### src/rtl/hole_pkg.sv
// hole_pkg: shared constants and FSM encoding for the hole collision scanner.
package hole_pkg;
  localparam int POS_W        = 10;
  localparam int DEF_HOLE_NUM = 8;
  localparam int DEF_IDX_W    = 3;
  localparam int DEF_RADIUS   = 16;
  typedef enum logic [1:0] {IDLE, SCAN, DRAIN, DONE} state_t;
endpackage

### src/rtl/hole_scan_if.sv
// hole_scan_if: frame-strobe, ball position, hole table and result signals of the scanner.
interface hole_scan_if import hole_pkg::*; #(parameter int IDX_W = DEF_IDX_W);
  logic             i_start;
  logic             i_clear;
  logic [POS_W-1:0] i_bl_x;
  logic [POS_W-1:0] i_bl_y;
  logic [POS_W-1:0] i_hole_x;
  logic [POS_W-1:0] i_hole_y;
  logic [IDX_W-1:0] o_rd_idx;
  logic             o_busy;
  logic             o_done;
  logic             o_fall_in;
  logic [IDX_W-1:0] o_hole_idx;
  modport master (
    output i_start, i_clear, i_bl_x, i_bl_y, i_hole_x, i_hole_y,
    input  o_rd_idx, o_busy, o_done, o_fall_in, o_hole_idx
  );
  modport slave (
    input  i_start, i_clear, i_bl_x, i_bl_y, i_hole_x, i_hole_y,
    output o_rd_idx, o_busy, o_done, o_fall_in, o_hole_idx
  );
endinterface

### src/rtl/dist_sq_cmp.sv
// dist_sq_cmp: two-stage pipeline, stage A absolute differences, stage B squared-distance radius test.
module dist_sq_cmp import hole_pkg::*; #(
  parameter int RADIUS = DEF_RADIUS,
  parameter int IDX_W  = DEF_IDX_W
) (
  input  logic             clk,
  input  logic             rst_n,
  input  logic             in_valid,
  input  logic [IDX_W-1:0] in_idx,
  input  logic [POS_W-1:0] ax,
  input  logic [POS_W-1:0] ay,
  input  logic [POS_W-1:0] bx,
  input  logic [POS_W-1:0] by,
  output logic             out_valid,
  output logic [IDX_W-1:0] out_idx,
  output logic             out_hit
);
  localparam int SW = 2*POS_W+1;
  localparam logic [SW-1:0] R2 = SW'(RADIUS*RADIUS);
  logic             a_valid;
  logic [IDX_W-1:0] a_idx;
  logic [POS_W-1:0] dx, dy;
  logic [SW-1:0]    sum;
  always_comb sum = SW'(dx) * SW'(dx) + SW'(dy) * SW'(dy);
  // compare-then-subtract keeps the difference a true magnitude, never a 10-bit wrap
  always_ff @(posedge clk) begin
    if (!rst_n) begin
      a_valid   <= 1'b0;
      a_idx     <= '0;
      dx        <= '0;
      dy        <= '0;
      out_valid <= 1'b0;
      out_idx   <= '0;
      out_hit   <= 1'b0;
    end else begin
      a_valid   <= in_valid;
      a_idx     <= in_idx;
      dx        <= ax >= bx ? ax - bx : bx - ax;
      dy        <= ay >= by ? ay - by : by - ay;
      out_valid <= a_valid;
      out_idx   <= a_idx;
      out_hit   <= sum <= R2;
    end
  end
endmodule

### src/rtl/hole_scan.sv
// hole_scan: per-frame walk of the hole table, reporting a sticky fall-in flag and the lowest hit index.
module hole_scan import hole_pkg::*; #(
  parameter int HOLE_NUM = DEF_HOLE_NUM,
  parameter int IDX_W    = DEF_IDX_W,
  parameter int RADIUS   = DEF_RADIUS
) (
  input  logic       i_clk,
  input  logic       i_rst_n,
  hole_scan_if.slave bus
);
  localparam logic [IDX_W-1:0] LAST = IDX_W'(HOLE_NUM-1);
  state_t           state;
  logic [POS_W-1:0] ball_x, ball_y;
  logic             rd_valid;
  logic [IDX_W-1:0] rd_idx_q;
  logic             b_valid, b_hit;
  logic [IDX_W-1:0] b_idx;
  logic             fh_valid;
  logic [IDX_W-1:0] fh_idx;
  logic             hit_any;
  logic [IDX_W-1:0] hit_idx;
  dist_sq_cmp #(.RADIUS(RADIUS), .IDX_W(IDX_W)) u_dist (
    .clk      (i_clk),
    .rst_n    (i_rst_n),
    .in_valid (rd_valid),
    .in_idx   (rd_idx_q),
    .ax       (ball_x),
    .ay       (ball_y),
    .bx       (bus.i_hole_x),
    .by       (bus.i_hole_y),
    .out_valid(b_valid),
    .out_idx  (b_idx),
    .out_hit  (b_hit)
  );
  // in DONE the last entry is still sitting in stage B, so fold it in here
  always_comb begin
    hit_any = fh_valid | (b_valid & b_hit);
    hit_idx = fh_valid ? fh_idx : b_idx;
  end
  always_ff @(posedge i_clk) begin
    if (!i_rst_n) begin
      state          <= IDLE;
      ball_x         <= '0;
      ball_y         <= '0;
      rd_valid       <= 1'b0;
      rd_idx_q       <= '0;
      fh_valid       <= 1'b0;
      fh_idx         <= '0;
      bus.o_rd_idx   <= '0;
      bus.o_busy     <= 1'b0;
      bus.o_done     <= 1'b0;
      bus.o_fall_in  <= 1'b0;
      bus.o_hole_idx <= '0;
    end else begin
      rd_valid   <= state == SCAN;
      rd_idx_q   <= bus.o_rd_idx;
      bus.o_done <= 1'b0;
      if (b_valid && b_hit && !fh_valid) begin
        fh_valid <= 1'b1;
        fh_idx   <= b_idx;
      end
      if (bus.i_clear) bus.o_fall_in <= 1'b0;
      case (state)
        IDLE: if (bus.i_start) begin
          state        <= SCAN;
          ball_x       <= bus.i_bl_x;
          ball_y       <= bus.i_bl_y;
          bus.o_rd_idx <= '0;
          bus.o_busy   <= 1'b1;
          fh_valid     <= 1'b0;
        end
        SCAN: if (bus.o_rd_idx == LAST) state <= DRAIN;
              else bus.o_rd_idx <= bus.o_rd_idx + 1'b1;
        // rd_valid low means the last entry has left the read stage and is entering stage B
        DRAIN: if (!rd_valid) begin
          state      <= DONE;
          bus.o_done <= 1'b1;
        end
        DONE: begin
          state        <= IDLE;
          bus.o_busy   <= 1'b0;
          bus.o_rd_idx <= '0;
          if (hit_any && !bus.o_fall_in) begin
            bus.o_fall_in  <= 1'b1;
            bus.o_hole_idx <= hit_idx;
          end
        end
        default: state <= IDLE;
      endcase
    end
  end
endmodule

### src/flat_wrapper.sv
// flat-port wrapper written by rule: the top's interface ports become plain ports
module hole_scan_flat import hole_pkg::*;
#(
  parameter int HOLE_NUM = DEF_HOLE_NUM,
  parameter int IDX_W    = DEF_IDX_W,
  parameter int RADIUS   = DEF_RADIUS
)
  (i_clk, i_rst_n, bus_i_start, bus_i_clear, bus_i_bl_x, bus_i_bl_y, bus_i_hole_x, bus_i_hole_y, bus_o_rd_idx, bus_o_busy, bus_o_done, bus_o_fall_in, bus_o_hole_idx);
  hole_scan_if #(.IDX_W(IDX_W)) bus_i ();
  input  logic i_clk;
  input  logic i_rst_n;
  input wire logic [$bits(bus_i.i_start)-1:0] bus_i_start;
  input wire logic [$bits(bus_i.i_clear)-1:0] bus_i_clear;
  input wire logic [$bits(bus_i.i_bl_x)-1:0] bus_i_bl_x;
  input wire logic [$bits(bus_i.i_bl_y)-1:0] bus_i_bl_y;
  input wire logic [$bits(bus_i.i_hole_x)-1:0] bus_i_hole_x;
  input wire logic [$bits(bus_i.i_hole_y)-1:0] bus_i_hole_y;
  output wire logic [$bits(bus_i.o_rd_idx)-1:0] bus_o_rd_idx;
  output wire logic [$bits(bus_i.o_busy)-1:0] bus_o_busy;
  output wire logic [$bits(bus_i.o_done)-1:0] bus_o_done;
  output wire logic [$bits(bus_i.o_fall_in)-1:0] bus_o_fall_in;
  output wire logic [$bits(bus_i.o_hole_idx)-1:0] bus_o_hole_idx;
  assign bus_i.i_start = bus_i_start;
  assign bus_i.i_clear = bus_i_clear;
  assign bus_i.i_bl_x = bus_i_bl_x;
  assign bus_i.i_bl_y = bus_i_bl_y;
  assign bus_i.i_hole_x = bus_i_hole_x;
  assign bus_i.i_hole_y = bus_i_hole_y;
  assign bus_o_rd_idx = bus_i.o_rd_idx;
  assign bus_o_busy = bus_i.o_busy;
  assign bus_o_done = bus_i.o_done;
  assign bus_o_fall_in = bus_i.o_fall_in;
  assign bus_o_hole_idx = bus_i.o_hole_idx;
  hole_scan #(.HOLE_NUM(HOLE_NUM), .IDX_W(IDX_W), .RADIUS(RADIUS)) u_core (.i_clk(i_clk), .i_rst_n(i_rst_n), .bus(bus_i));
endmodule
### config.mk
export PLATFORM = sky130hd
export DESIGN_NAME = hole_scan_flat
export DESIGN_NICKNAME = d
export VERILOG_FILES = /design/src/rtl/hole_pkg.sv /design/src/rtl/hole_scan_if.sv /design/src/rtl/dist_sq_cmp.sv /design/src/rtl/hole_scan.sv /design/src/flat_wrapper.sv
export SDC_FILE = /design/constraint.sdc
export NUM_CORES = 1
export LEC_CHECK = 0
export ABC_AREA = 1
export CORE_MARGIN = 1
export CORE_UTILIZATION = 35
export CTS_BUF_LIST = sky130_fd_sc_hd__clkbuf_16
export CTS_CLUSTER_DIAMETER = 40
export CTS_CLUSTER_SIZE = 24
export DETAILED_ROUTE_END_ITERATION = 16
export PLACE_DENSITY = 0.49
export SKIP_LAST_GASP = 1
export SLEW_MARGIN = 20
export SYNTH_ARGS = -nofsm -noshare
export SYNTH_HDL_FRONTEND = slang
export SYNTH_SLANG_ARGS = --single-unit
### constraint.sdc
create_clock -name i_clk -period 14.2 [get_ports i_clk]
set_input_delay 1.42 -clock i_clk [delete_from_list [all_inputs] [get_ports i_clk]]
set_output_delay 1.42 -clock i_clk [all_outputs]
set_load 0.02 [all_outputs]
==> flow_metrics.env, run 1 <==
export IMPL_grt_start_max_net_pins=51
export IMPL_dieHeight_um=171.9
export IMPL_ant_nets=0
export IMPL_hold_path_class="reg -> reg"
export IMPL_seq_area_um2=1361
export IMPL_period_share=0.4319
export IMPL_synth_ff_type="dfxtp_1"
export IMPL_drt_iter0_markers=311
export IMPL_worstPathArrival_ns=6.41
export IMPL_critical_path_class="reg -> reg"
export IMPL_rows=61
export IMPL_grt_ovfl_total=0
export IMPL_postCtsSetupBuffers=0
export IMPL_synth_top_cell_area_share=0.2654
export IMPL_antenna_found_initial=0
export IMPL_nets=1676
export IMPL_port_buffers=52
export IMPL_pre_cts_ws_ns=8.052
export IMPL_final_hold_violation_count=0
export IMPL_syn_area_um2=10110
export IMPL_ys_warn_count=0
export IMPL_insertedDiodeCount=0
export IMPL_cp_common_cell="fa_1"
export IMPL_clkTransAtPathRegs_ns=0.07
export IMPL_gp_congestion=0.8368
export IMPL_ios=53
export IMPL_fin_skew_ns=0.01340
export IMPL_rsz0062_at_grt="no"
export IMPL_yosysMostFrequentCell="inv_1"
export IMPL_post_drt_wl_per_cell_um=12.38
export IMPL_synthesis_nets=1653
export IMPL_multi_input_area_um2=7163
export IMPL_syn_area_per_cell_um2=7.487
export IMPL_setup_violations=0
export IMPL_cp_end_kind="register"
export IMPL_remaining_drc_errors=0
export IMPL_rrSetupSlack_ns=8.07
export IMPL_clock_latency_ns=0.34
export IMPL_h_tree_depth=3
export IMPL_holdWs_ns=0.4094
export IMPL_core_um2=28090
export IMPL_maxSlewViolCount=0
export IMPL_cts_sinks=68
export IMPL_path_max_fanout=11
export IMPL_place_hpwl_um=18480
export IMPL_viasPerCell=4.435
export IMPL_first_pass_iters=4
export IMPL_synth_top_cell_by_area="fa_1"
export IMPL_grt_pass1_wl_um=37750
export IMPL_cts_tree="built"
export IMPL_cts_max_path_buffers=2
export IMPL_drive_above_1_share=0.03048
export IMPL_slew_headroom=0.5497
export IMPL_drv_cap=0
export IMPL_synth_yosys_seq_area_share=0.1347
export IMPL_yosys_top_cells_count="inv_1, nand2_1, fa_1, ha_1, a21oi_1"
export IMPL_cts_root_buf="clkbuf_16"
export IMPL_tns_ns=0
export IMPL_fill_cells=2992
export IMPL_ctsHoldBuffers=0
export IMPL_cpMaxStageDelayCell="dfxtp_1"
export IMPL_worst_pin_slew_ns=0.6713
export IMPL_syn_inst=1350
export IMPL_finalWirelength_um=21730
export IMPL_start_util=0.3599
export IMPL_area_delta_synth_final_pct=11.09
export IMPL_stdcell_count=1756
export IMPL_vias=7788
export IMPL_first_global_vias=8017
export IMPL_fmax_ghz=0.1631
export IMPL_grtUsageTotal=0.1601
export IMPL_async_flop_share=0
export IMPL_placedCellCount=1740
export IMPL_period_minus_slack_ns=6.133
export IMPL_synth_edff_count=0
export IMPL_setup_slack_ns=8.067
export IMPL_ys_ff_latch=68
export IMPL_cts_buffers=9
export IMPL_crit_chain="nand2_1 > inv_1 > fa_1 > fa_1 > inv_1 > fa_1 > inv_1 > fa_1 > fa_1 > fa_1 > inv_1 > fa_1 > inv_1 > ha_1 > nand2_1 > nor2_1 > nand3_1 > nand4_1 > nand2_1 > nor2_1 > nand3_1 > nor2_1 > nand3_1 > nor2_1"
export IMPL_synthDistinctLibCells=36
export IMPL_status="complete, no violations"
export IMPL_synth_area_top_cells="fa_1, ha_1, inv_1, dfxtp_1, nand2_1"
export IMPL_fp_dieArea_um2=29560
export IMPL_die_w_um=171.9
export IMPL_cp_start_kind="register"
export IMPL_required_ns=14.48
export IMPL_cts_resized=0
export IMPL_slowest_delay_ns=0.62
## layer usage
metal	track usage	vias up	routed length, um
met1	0.2099	3615	10160
met4	0.03424	0	218
met3	0.01305	11	463
met2	0.2856	99	10890
met5	0	-	0
li1	-	4063	-
## kinds of logic after synthesis
| logic type | Yosys count | share of synthesized area |
|---|---|---|
| xor+xnor | 31 | 0.02686 |
| simple gates | 414 | 0.1674 |
| fa+ha+maj | 259 | 0.4202 |
| compound gates | 166 | 0.09433 |
| buf+inv | 412 | 0.1566 |
| flops | 68 | 0.1347 |
## cells in the final DEF (no fill, tap or decap), types with 2 or more instances in the layout
master           instances
inv_6                    4
nand3_2                  2
nand4_1                  6
nor2_1                  72
nor3_1                   5
nand2_1                274
o21ai_1                 15
dfxtp_1                 68
clkdlybuf4s50_1         51
ha_1                   125
xnor2_1                 19
a211oi_1                 6
xor2_1                  12
nand3_1                 38
nand3b_1                 5
a21boi_2                 2
fa_1                   134
a21oi_1                 78
clkbuf_16                9
o21bai_1                 2
inv_1                  367
nand2_2                  9
o211ai_1                 3
nor3_2                   2
a21o_1                   5
a21oi_4                  4
o21ai_0                 41
buf_4                    2
a21boi_0                 6
inv_4                    2
## sequential cells by signal, indices dropped and copies added, names as in the netlist, 2 cells and up
register               cells
u_core.ball_x             10
u_core.rd_idx_q            3
u_core.bus.o_rd_idx        3
u_core.state               2
u_core.u_dist.out_idx      3
u_core.u_dist.dx          10
u_core.u_dist.a_idx        3
u_core.fh_idx              3
u_core.u_dist.dy          10
u_core.bus.o_hole_idx      3
u_core.ball_y             10
## final timing paths
path / from / endpoint / depth (start not counted)
max reg2reg: u_core.u_dist.dy[3] / u_core.u_dist.out_hit / 24
max: u_core.u_dist.dy[3] / u_core.u_dist.out_hit / 24
min: u_core.rd_idx_q[1] / u_core.u_dist.a_idx[1] / 2
min reg2reg: u_core.rd_idx_q[1] / u_core.u_dist.a_idx[1] / 2
## critical path, delay by kind of cell, from the launching register on
family / cells / cell delay [ns]
buffers and inverters: 5 / 0.33
DFF: 1 / 0.62
adders and majority gates: 8 / 3.80
and+or+nand+nor: 11 / 1.33
## cell type report
cell class,count,area share
clock buffers,9,0.02006
clock inverters,7,0.007243
inverters,370,0.1241
multi-input cells,870,0.6380
flip-flops and latches,68,0.1212
well taps,378,0.04212
repair buffers,54,0.04725
## per-stage QoR
step | cell area (um^2) | util
5_1_grt | 11230 | 0.3998
3_5_place_dp | 10920 | 0.3889
6_report | 11230 | 0.3998
3_3_place_gp | 10920 | 0.3889
2_1_floorplan | 10110 | -
4_1_cts | 11230 | 0.3998
Power of run 1 is not shown: default switching activity piles up to over one toggle a cycle in this logic, so the estimate is an artifact.
==> inputs of run 2 (changes only) <==
==> constraint.sdc (replaced) <==
create_clock -name i_clk -period 5.9 [get_ports i_clk]
set_input_delay 0.59 -clock i_clk [delete_from_list [all_inputs] [get_ports i_clk]]
set_output_delay 0.59 -clock i_clk [all_outputs]
set_load 0.02 [all_outputs]
==> flow_metrics.env, run 2 (synthesized netlist as in run 1, its figures left out) <==
export IMPL_vias=7795
export IMPL_worst_path_buf_inv=5
export IMPL_grtUsageTotal=0.1616
export IMPL_dieHeight_um=171.9
export IMPL_ctsHoldBuffers=0
export IMPL_rows=61
export IMPL_placedCellCount=1767
export IMPL_cts_tree="built"
export IMPL_status="complete, no violations"
export IMPL_cts_sinks=68
export IMPL_grt_ovfl_total=0
export IMPL_dr_wl_met3_um=356
export IMPL_most_common_layout_cells="inv_1, nand2_1, fa_1, ha_1, a21oi_1"
export IMPL_cp_end_kind="register"
export IMPL_cpMaxStageDelayCell="fa_1"
export IMPL_insertedDiodeCount=0
export IMPL_cts_root_buf="clkbuf_16"
export IMPL_layout_commonest_cell="inv_1"
export IMPL_worst_pin_slew_ns=0.6202
export IMPL_crit_chain="buf_6 > fa_1 > fa_1 > inv_2 > fa_1 > inv_1 > fa_1 > fa_1 > fa_1 > inv_2 > fa_1 > inv_2 > ha_4 > nand2_1 > nand2_1 > nand2_1 > nand2_1 > nand3b_1 > xor2_1 > nand3_1 > nor2_1 > nand3_1 > nor2_1"
export IMPL_hold_path_class="reg -> reg"
export IMPL_cts_max_path_buffers=2
export IMPL_tns_ns=0
export IMPL_finalWirelength_um=22340
export IMPL_cts_buffers=9
export IMPL_cp_start_kind="register"
export IMPL_start_util=0.3599
export IMPL_period_minus_slack_ns=5.604
export IMPL_worstHoldPathCells=2
export IMPL_holdWs_ns=0.4086
export IMPL_wl_met1_um=10910
export IMPL_worstPathArrival_ns=5.89
export IMPL_slowest_delay_ns=0.54
export IMPL_slew_headroom=0.5840
export IMPL_period_share=0.9498
export IMPL_drt_iter0_markers=315
export IMPL_area_delta_synth_final_pct=16.80
export IMPL_post_drt_wl_per_cell_um=12.47
export IMPL_fp_dieArea_um2=29560
export IMPL_final_hold_violation_count=0
export IMPL_path_depth=23
export IMPL_fin_skew_ns=0.008386
export IMPL_first_global_vias=7987
export IMPL_crit_family="adder cells"
export IMPL_ios=53
export IMPL_setup_violations=0
export IMPL_ant_nets=0
export IMPL_r2r_worst_path_cells=23
export IMPL_path_max_fanout=7
export IMPL_cp_common_cell="fa_1"
export IMPL_place_hpwl_um=19020
export IMPL_grt_start_max_net_pins=51
export IMPL_stdcell_count=1791
export IMPL_grt_pass1_wl_um=37780
export IMPL_remaining_drc_errors=0
export IMPL_setup_worst_path_start="u_core.u_dist.dx[4]"
export IMPL_viasPerCell=4.352
export IMPL_antenna_found_initial=0
export IMPL_maxSlewViolCount=0
export IMPL_met2_length_um=10750
export IMPL_drv_cap=0
export IMPL_critical_path_class="reg -> reg"
export IMPL_first_pass_iters=5
export IMPL_required_ns=6.18
export IMPL_port_buffers=52
export IMPL_clkTransAtPathRegs_ns=0.06
export IMPL_routed_top_layer="met4"
export IMPL_pre_cts_ws_ns=-0.001656
export IMPL_die_w_um=171.9
export IMPL_h_tree_depth=3
export IMPL_drive_above_1_share=0.1005
export IMPL_clock_latency_ns=0.34
export IMPL_r2r_start="u_core.u_dist.dx[4]"
export IMPL_core_um2=28090
export IMPL_nets=1711
export IMPL_fmax_ghz=0.1785
export IMPL_gp_congestion=0.8397
export IMPL_setup_slack_ns=0.2965
export IMPL_min_from="u_core.u_dist.a_idx[2]"
-- run 2: changes by cell type in the layout (fill, tap and decap cells not counted), moves of 5 or more --
cell,previous run,this run
buf_4,2,34
nor2_2,0,6
nor2_1,72,65
ha_1,125,112
nand2_1,274,260
ha_4,0,12
dfxtp_4,0,11
inv_2,0,8
nand2_2,9,18
dfxtp_2,0,7
inv_1,367,359
dfxtp_1,68,50
nand2_4,0,5
-- run 2: layout make-up --
class,instances,area (um^2)
Multi-Input combinational cell,870,7415
Fill cell,2984,16280
Sequential cell,68,1411
Clock buffer,9,225.2
Inverter,370,1394
Clock inverter,7,82.58
Timing Repair Buffer,89,804.5
Tap cell,378,473.0
-- run 2: final timing paths --
kind                                   end  slack (ns)
hold reg to reg   u_core.u_dist.out_idx[2]        0.41
setup reg to reg     u_core.u_dist.out_hit        0.30
setup / recovery     u_core.u_dist.out_hit        0.30
hold / removal    u_core.u_dist.out_idx[2]        0.41
-- run 2: through the flow --
step	util	instance area, um^2
finish	0.4203	11810
global route	0.4203	11810
CTS	0.4075	11450
detailed placement	0.3961	11120
global placement	0.3961	11120
floorplan	-	10110
-- run 2: per-layer routing --
metal,global-route usage,vias up
li1,-,4143
met1,0.2170,3560
met2,0.2800,76
met3,0.01213,16
met4,0.04078,0
met5,0,-
-- run 2: repair_timing --
action	in CTS	in global routing
buffers inserted	0	8
resized for setup	2	90
pin swaps	0	35
endpoints found under the setup margin	1	1
endpoints found under the hold margin	0	0
-- run 2: worst register-to-register path: stages, from the launching register on --
cell	delay, ns
dfxtp_4	0.38
buf_6	0.13
fa_1	0.49
fa_1	0.51
inv_2	0.04
fa_1	0.53
inv_1	0.05
fa_1	0.45
fa_1	0.49
fa_1	0.54
inv_2	0.04
fa_1	0.51
inv_2	0.05
ha_4	0.31
nand2_1	0.06
nand2_1	0.09
nand2_1	0.06
nand2_1	0.08
nand3b_1	0.17
xor2_1	0.16
nand3_1	0.09
nor2_1	0.13
nand3_1	0.09
nor2_1	0.10
Power of run 2 is left out for the same reason.
